[config.mk]
export PLATFORM = sky130hd
export DESIGN_NAME = fp_mul_pipe
export DESIGN_NICKNAME = d
export VERILOG_FILES = /design/src/rtl/fp_mul_pipe.sv
export SDC_FILE = /design/constraint.sdc
export NUM_CORES = 2
export LEC_CHECK = 0
export BUFFER_PORTS_ARGS = -buffer_cell sky130_fd_sc_hd__buf_2
export CORE_MARGIN = 5
export CORE_UTILIZATION = 64
export CTS_CLUSTER_DIAMETER = 100
export DETAILED_ROUTE_END_ITERATION = 12
export PLACE_DENSITY_LB_ADDON = 0.08
export SKIP_LAST_GASP = 1
export SLEW_MARGIN = 20
export SYNTH_ARGS = -nofsm -noshare
export SYNTH_HDL_FRONTEND = slang
export SYNTH_SLANG_ARGS = --single-unit
[constraint.sdc]
create_clock -name clk -period 17.05 [get_ports clk]
set_clock_uncertainty 0.05 [all_clocks]
set_input_delay 2.5575 -clock clk [delete_from_list [all_inputs] [get_ports clk]]
set_output_delay 2.5575 -clock clk [all_outputs]
set_load 0.03 [all_outputs]
[src/rtl/fp_mul_pipe.sv]
// Three-stage pipelined floating-point multiplier with a global stall, DAZ/FTZ handling,
// round-to-nearest-even and a sideband tag carried alongside each operation.
module fp_mul_pipe #(
  parameter int unsigned EXP_BITS = 8,
  parameter int unsigned MAN_BITS = 23,
  parameter int unsigned TAG_BITS = 4
) (
  input  logic                           clk,
  input  logic                           rst,
  input  logic                           in_valid,
  output logic                           in_ready,
  input  logic [1+EXP_BITS+MAN_BITS-1:0] a,
  input  logic [1+EXP_BITS+MAN_BITS-1:0] b,
  input  logic [TAG_BITS-1:0]            in_tag,
  output logic                           out_valid,
  input  logic                           out_ready,
  output logic [1+EXP_BITS+MAN_BITS-1:0] result,
  output logic [TAG_BITS-1:0]            out_tag,
  output logic [3:0]                     flags
);

  localparam int unsigned WIDTH     = 1 + EXP_BITS + MAN_BITS;
  localparam int unsigned BIAS      = (1 << (EXP_BITS - 1)) - 1;
  localparam int unsigned SIG_BITS  = MAN_BITS + 1;
  localparam int unsigned PROD_BITS = 2 * SIG_BITS;
  localparam int unsigned EW        = EXP_BITS + 2;
  localparam int unsigned MR_BITS   = MAN_BITS + 1;

  localparam logic [EW-1:0]    EXP_MAX = EW'((1 << EXP_BITS) - 1);
  localparam logic [WIDTH-1:0] QNAN    = {1'b0, {EXP_BITS{1'b1}}, 1'b1, {(MAN_BITS-1){1'b0}}};

  typedef struct packed {
    logic                sign;
    logic                nan;
    logic                snan;
    logic                inf;
    logic                zero;
    logic [EXP_BITS-1:0] exp;
    logic [SIG_BITS-1:0] sig;
  } op_t;

  // Classify one operand; subnormals collapse to zero (DAZ).
  function automatic op_t unpack(input logic [WIDTH-1:0] x);
    op_t  o;
    logic exp_ones;
    logic exp_zero;
    logic man_zero;
    exp_ones = &x[WIDTH-2 -: EXP_BITS];
    exp_zero = ~|x[WIDTH-2 -: EXP_BITS];
    man_zero = ~|x[MAN_BITS-1:0];
    o.sign   = x[WIDTH-1];
    o.exp    = x[WIDTH-2 -: EXP_BITS];
    o.sig    = {1'b1, x[MAN_BITS-1:0]};
    o.nan    = exp_ones && !man_zero;
    o.snan   = exp_ones && !man_zero && !x[MAN_BITS-1];
    o.inf    = exp_ones && man_zero;
    o.zero   = exp_zero;
    return o;
  endfunction

  logic advance;

  logic                s1_valid;
  logic [TAG_BITS-1:0] s1_tag;
  op_t                 s1_a;
  op_t                 s1_b;

  logic                 s2_valid;
  logic [TAG_BITS-1:0]  s2_tag;
  logic                 s2_sign;
  logic                 s2_nan;
  logic                 s2_invalid;
  logic                 s2_inf;
  logic                 s2_zero;
  logic [PROD_BITS-1:0] s2_prod;
  logic [EW-1:0]        s2_exp;

  logic                 nan_d;
  logic                 invalid_d;
  logic [PROD_BITS-1:0] prod_d;
  logic [EW-1:0]        exp_d;

  logic [PROD_BITS-2:0] norm;
  logic [EW-1:0]        exp_norm;
  logic [MAN_BITS-1:0]  man_keep;
  logic                 guard_bit;
  logic                 rnd_bit;
  logic                 sticky;
  logic                 round_up;
  logic [MR_BITS-1:0]   man_rnd;
  logic [EW-1:0]        exp_rnd;
  logic                 inexact;
  logic                 overflow;
  logic                 underflow;
  logic [WIDTH-1:0]     pack_result;
  logic [3:0]           pack_flags;

  // One global enable: the whole pipe moves only when the output slot can be refilled.
  assign advance  = !out_valid || out_ready;
  assign in_ready = advance;

  // S1: unpack and classify
  always_ff @(posedge clk) begin
    if (rst) begin
      s1_valid <= 1'b0;
    end else if (advance) begin
      s1_valid <= in_valid;
    end
  end

  always_ff @(posedge clk) begin
    if (advance && in_valid) begin
      s1_tag <= in_tag;
      s1_a   <= unpack(a);
      s1_b   <= unpack(b);
    end
  end

  // S2: special-case resolution, significand product, unrounded exponent
  always_comb begin
    nan_d     = s1_a.nan || s1_b.nan || (s1_a.inf && s1_b.zero) || (s1_b.inf && s1_a.zero);
    invalid_d = s1_a.snan || s1_b.snan || (s1_a.inf && s1_b.zero) || (s1_b.inf && s1_a.zero);
    prod_d    = PROD_BITS'(s1_a.sig) * PROD_BITS'(s1_b.sig);
    exp_d     = EW'(s1_a.exp) + EW'(s1_b.exp) - EW'(BIAS);
  end

  always_ff @(posedge clk) begin
    if (rst) begin
      s2_valid <= 1'b0;
    end else if (advance) begin
      s2_valid <= s1_valid;
    end
  end

  always_ff @(posedge clk) begin
    if (advance && s1_valid) begin
      s2_tag     <= s1_tag;
      s2_sign    <= s1_a.sign ^ s1_b.sign;
      s2_nan     <= nan_d;
      s2_invalid <= invalid_d;
      s2_inf     <= s1_a.inf || s1_b.inf;
      s2_zero    <= s1_a.zero || s1_b.zero;
      s2_prod    <= prod_d;
      s2_exp     <= exp_d;
    end
  end

  // S3: normalise so the leading one sits just above the kept mantissa, then RNE round
  always_comb begin
    norm      = s2_prod[PROD_BITS-1] ? s2_prod[PROD_BITS-2:0]
                                     : {s2_prod[PROD_BITS-3:0], 1'b0};
    exp_norm  = s2_exp + EW'(s2_prod[PROD_BITS-1]);
    man_keep  = norm[PROD_BITS-2 -: MAN_BITS];
    guard_bit = norm[MAN_BITS];
    rnd_bit   = norm[MAN_BITS-1];
    sticky    = |norm[MAN_BITS-2:0];
    round_up  = guard_bit && (rnd_bit || sticky || man_keep[0]);
    man_rnd   = {1'b0, man_keep} + MR_BITS'(round_up);
    // A carry out leaves the mantissa field all-zero, i.e. 1.0 at the next exponent.
    exp_rnd   = exp_norm + EW'(man_rnd[MAN_BITS]);
    inexact   = guard_bit || rnd_bit || sticky;
    overflow  = $signed(exp_rnd) >= $signed(EXP_MAX);
    underflow = exp_rnd[EW-1] || (exp_rnd == '0);

    pack_result = {s2_sign, exp_rnd[EXP_BITS-1:0], man_rnd[MAN_BITS-1:0]};
    pack_flags  = {3'b000, inexact};
    if (s2_nan) begin
      pack_result = QNAN;
      pack_flags  = {s2_invalid, 3'b000};
    end else if (s2_inf) begin
      pack_result = {s2_sign, {EXP_BITS{1'b1}}, {MAN_BITS{1'b0}}};
      pack_flags  = 4'b0000;
    end else if (s2_zero) begin
      pack_result = {s2_sign, {(WIDTH-1){1'b0}}};
      pack_flags  = 4'b0000;
    end else if (overflow) begin
      pack_result = {s2_sign, {EXP_BITS{1'b1}}, {MAN_BITS{1'b0}}};
      pack_flags  = 4'b0101;
    end else if (underflow) begin
      pack_result = {s2_sign, {(WIDTH-1){1'b0}}};
      pack_flags  = 4'b0011;
    end
  end

  // Output register doubles as the S3 stage; it holds while the consumer stalls.
  always_ff @(posedge clk) begin
    if (rst) begin
      out_valid <= 1'b0;
      result    <= '0;
      out_tag   <= '0;
      flags     <= '0;
    end else if (advance) begin
      out_valid <= s2_valid;
      if (s2_valid) begin
        result  <= pack_result;
        out_tag <= s2_tag;
        flags   <= pack_flags;
      end
    end
  end

endmodule

# [Word level (Yosys, flattened, before mapping)]
# Cells that the tools add are included.
[word_totals] latch_bits=0 rom_bits=0 wordCells=89 ram_bits=0 in_bits=72 register_bits=186 n_memories=0 out_inout_bits=42
[op_classes] shift=0 bitwise_logic=1 mux=11 addsub=5 reduce_logical=41 magnitude_cmp=1 eq_ne=0 div=0 n_mul=1
[op_table] operator="two-way mux 31 bit" count=4
[op_table] operator="multiplier 24 x 24 -> 48 bit" count=1
[op_table] operator="two-way mux 47 bit" count=1
[op_table] operator="OR reduction 23 bit" count=2
[op_table] operator="two-way mux 32 bit" count=1
[op_table] operator="adder 23 x 1 -> 24 bit" count=1
[op_table] operator="OR reduction 22 bit" count=1
[op_table] operator="adder 10 x 1 -> 10 bit" count=2
[op_table] operator="AND reduction 8 bit" count=2
[op_table] operator="OR reduction 8 bit" count=2
[op_table] operator="logical OR 1 bit" count=14
[op_table] operator="logical AND 1 bit" count=11
[op_table] operator="greater-or-equal comparator 10 x 9 -> 1 bit, second input constant" count=1
[op_table] operator="logical NOT 10 bit" count=1
[op_table] operator="subtractor 9 x 7 -> 10 bit, second input constant" count=1
[op_table] operator="adder 8 x 8 -> 9 bit" count=1
[op_table] operator="two-way mux 3 bit" count=3
[op_table] operator="logical NOT 1 bit" count=7
[op_table] operator="two-way mux 4 bit" count=1
[op_table] operator="two-way mux 2 bit" count=1
[op_table] operator="AND reduction 2 bit" count=1
[op_table] operator="bitwise XOR 1 bit" count=1

# [Depth between registers and ports, before layout]
[logic_depth] ltp_word=14 mapped_depth=27 depth_no_buf=25

# [Worst setup path before layout]
# OpenSTA, ideal clock, no wires.
[synth_timing] path_kind="reg2reg" start="reg s1_b[9] in the netlist's numbering" end="reg s2_prod[45] (data pin)" synth_period_minus_slack_ns=6.816 path_slack_ns=10.234 required_time_ns=16.741 setup_time_ns=0.259 path_stages_with_launch=26 n_path_buf=2 arrival_time_ns=6.507 path_cell_list="edfxtp_1 > clkbuf_1 > nand2_1 > fa_1 > fa_1 > inv_1 > fa_1 > inv_1 > fa_1 > inv_1 > fa_1 > fa_1 > inv_1 > fa_1 > inv_1 > ha_1 > buf_2 > nand4_1 > nor2_1 > nand3_1 > o221ai_1 > a31oi_1 > o2bb2ai_1 > o22ai_1 > a41oi_1 > xnor2_1"
[synth_via] elab_chain_len=1
[synth_rtl] element="start, declared" line_no="66" text="op_t s1_b;"
[synth_rtl] element="start signal, assigned" line_no="115" text="s1_b <= unpack(b);"
[synth_rtl] element="multiplier 24 x 24 -> 48 bit" line_no="123" text="prod_d = PROD_BITS'(s1_a.sig) * PROD_BITS'(s1_b.sig);"
[synth_rtl] element="via prod_d[45]" line_no="80" text="logic [PROD_BITS-1:0] prod_d;"
[synth_rtl] element="end signal, assigned" line_no="143" text="s2_prod <= prod_d;"
[synth_rtl] element="end, declared" line_no="75" text="logic [PROD_BITS-1:0] s2_prod;"
# The timed path passes the listed nets, and every way through them passes these cells.
# A chain may end at the register's enable or synchronous reset.

# [Worst setup path after layout]
# Same ends and word-level chain as after synthesis.

==> impl_metrics.yaml <==
status:
  outcome: "finished clean"
logic_synthesis:
  synth.avg_cell_area_sq_um: 9.671
  synthSimpleGateAreaFrac_pct: 15.52
  syn-instance-count: 2757
  synth_top_family_by_area: "adder cells"
  synthFlopType: "edfxtp_1"
  ys_types: 73
  synth_xor_xnor_area_share_pct: 2.693
  ys_warn_count: 0
  syn_nets: 3504
  seq_area_frac_synth_pct: 19.33
  synth_seq_cells: 186
  synthMuxAreaShare_pct: 0.7367
  syn_area_sq_um: 26660
  synth_compound_area_share_pct: 5.955
  async_reset_ff_share_pct: 0
  yosys.area_share.adder_pct: 45.30
  synth_enable_flop_cells: 143
route:
  first_pass_iters: 6
  ant_nets: 0
  wl_per_cell_microns: 21.31
  drc_errors: 0
  routed_wl_microns: 71100
  vias_per_cell: 5.823
  dr_total_vias: 19420
  drt_iter0_drc: 1564
critical_path:
  critPathKind: "reg -> reg"
  crit_path_cell_trace: "nand2_1 > fa_1 > fa_1 > inv_1 > fa_1 > inv_1 > fa_1 > inv_1 > fa_1 > fa_1 > inv_1 > fa_1 > inv_1 > ha_1 > nand4_1 > nor2_1 > nand3_1 > o221ai_1 > a31oi_1 > o2bb2ai_1 > o22ai_1 > a41oi_1 > xnor2_1"
  critical_path.top_delay_family: "adder cells"
  start_kind: "flop"
  arrival_ns: 8.43
  crit_path_frequent_cell: "fa_1"
  cp_data_required_time_ns: 17.24
  cp_slowest_cell: "edfxtp_1"
  cpPeakStageDelay_ns: 1.09
  end_kind: "flop"
  cp_max_fo: 24
  cp.buffers_inverters: 5
floorplanning:
  ios: 114
  core_area_sq_um: 41020
  die_area_sq_um: 45850
  initial_utilization_pct: 65.01
  die-height_microns: 214.1
  die_w_microns: 214.1
  rows: 74
timing:
  finalSetupTns_ns: 0
  hold_viol: 0
  setup_viol: 0
  fin_ws_ns: 8.810
  slew_headroom_pct: 23.33
  period_share_pct: 48.33
  drv_slew: 0
  clock.fmax_ghz: 0.1214
  worst_slew_pin_slew_ns: 1.150
  period_needed_ns: 8.240
  grt_setup_unrepaired: "no"
cells_and_area:
  antenna_cells: 0
  drive_gt1_share_pct: 7.561
  final_cell_mix: "601 x inv_1, 484 x fa_1, 330 x nand2_1"
  final_common_cell: "inv_1"
  nets: 3538
  final_area_sq_um: 28190
  syn2layout_area_growth_pct: 5.711
grt:
  grt_pass1_wl_microns: 114800
  antenna_found_initial: 1
  grt_pass1_vias: 21200
  grt_max_degree: 69
  grt-ovfl-total: 0
  grt_usage_pct: 32.09
clock_network:
  clk_pin_slew_worst_paths_ns: 0.08
  cts_tree: "built"
  cts_setup_buffers: 0
  clock_sinks: 186
  cts_resized: 0
  clk_path_buf_depth: 2
  cts_buffers: 17
  htree_levels: 4
  cts-root-buf: "clkbuf_16"
  holdBufCountCts: 0
  worstSkewPairLatency_ns: 0.49
place:
  hpwl_microns: 55790
  numPortBuffers: 113
  dpl-instance-area_sq_um: 27610
  gp_congestion: 0.9676
  pre_cts_slack_ns: 8.970
run:
  max_cap_violations: 0
hold_path:
  hold_path.class: "reg -> reg"
## flip-flops by register name, summed over array words and instances, names as in the netlist
register	cells
result	32
s2_invalid	1
s2_prod	48
s2_exp	10
out_valid	1
s1_valid	1
s2_valid	1
s2_nan	1
s2_zero	1
s1_b	36
s1_a	36
s2_inf	1
flags	4
s2_tag	4
s2_sign	1
out_tag	4
s1_tag	4
## Yosys cell counts, drive strengths merged (3+ instances only)
master | n | area (sq um)
o21ai | 31 | 155.1
inv | 602 | 2260
a31oi | 10 | 62.56
a211oi | 12 | 90.09
o21bai | 6 | 45.04
ha | 191 | 2390
and4 | 5 | 46.29
dfxtp | 43 | 860.8
nor4 | 21 | 131.4
nand3 | 27 | 135.1
o22ai | 3 | 25.02
edfxtp | 143 | 4294
a21boi | 4 | 30.03
xnor2 | 51 | 446.7
a21o | 24 | 180.2
clkinv | 3 | 11.26
a21oi | 77 | 385.4
or4 | 5 | 41.29
nand2 | 331 | 1250
mux2i | 14 | 140.1
and2 | 264 | 1654
a22oi | 19 | 197.7
xor2 | 31 | 271.5
fa | 484 | 9689
nor2b | 11 | 68.82
nand3b | 5 | 37.54
a32oi | 3 | 26.28
mux2 | 5 | 56.30
or3 | 3 | 18.77
and3 | 7 | 43.79
o211ai | 7 | 57.55
a311oi | 3 | 26.28
nand2b | 4 | 25.02
clkbuf | 117 | 439.2
buf | 11 | 80.08
o21a | 15 | 113.9
nor3 | 20 | 105.1
nor2 | 97 | 371.6
or2 | 6 | 37.54
nand4 | 20 | 125.1
## per-layer routing
metal  up-vias  global-route usage, %  share of wire, %
li1       8513                      -                 -
met1      9834                  40.83                39
met2       860                  53.23                49
met3       217                  6.071               7.3
met4         0                  15.98               5.4
met5         -                      0                 0
## logic make-up (layout without fill, tap and decap cells)
kind of cell    Yosys count  after routing
fa+ha+maj               675            675
buf+inv                 733            780
simple gates            831            831
xor+xnor                 82             82
mux                      19             19
flops                   186            186
compound gates          231            231
## final timing paths
path / to / cells after the start / slack [ns] / start
max: s2_prod[45] / 23 / 8.81 / s1_b[9]
min: s2_tag[0] / 0 / 0.37 / s1_tag[0]
max reg2reg: s2_prod[45] / 23 / 8.81 / s1_b[9]
min reg2reg: s2_tag[0] / 0 / 0.37 / s1_tag[0]
## area by class of cell
type | count | area [sq um]
repair buffers | 143 | 790.8
inverters | 605 | 2271
clock inverters | 14 | 152.6
flip-flops and latches | 186 | 5155
well taps | 532 | 665.6
clock buffers | 18 | 429.2
fillers | 3250 | 12830
multi-input cells | 1838 | 18720
## through the flow
stage / hold slack, ns / cells / util [%]
global route: 0.3954 / 3336 / 68.72
global placement: 0.3522 / 3304 / 67.30
CTS: 0.3773 / 3336 / 68.72
detailed placement: 0.3592 / 3304 / 67.30
finish: 0.3740 / 3336 / 68.72
floorplan: 0.3503 / 2757 / -
Power is left out: the tool's default activity adds up to more than one toggle a clock period on the data nets, which glitch-free logic cannot reach.
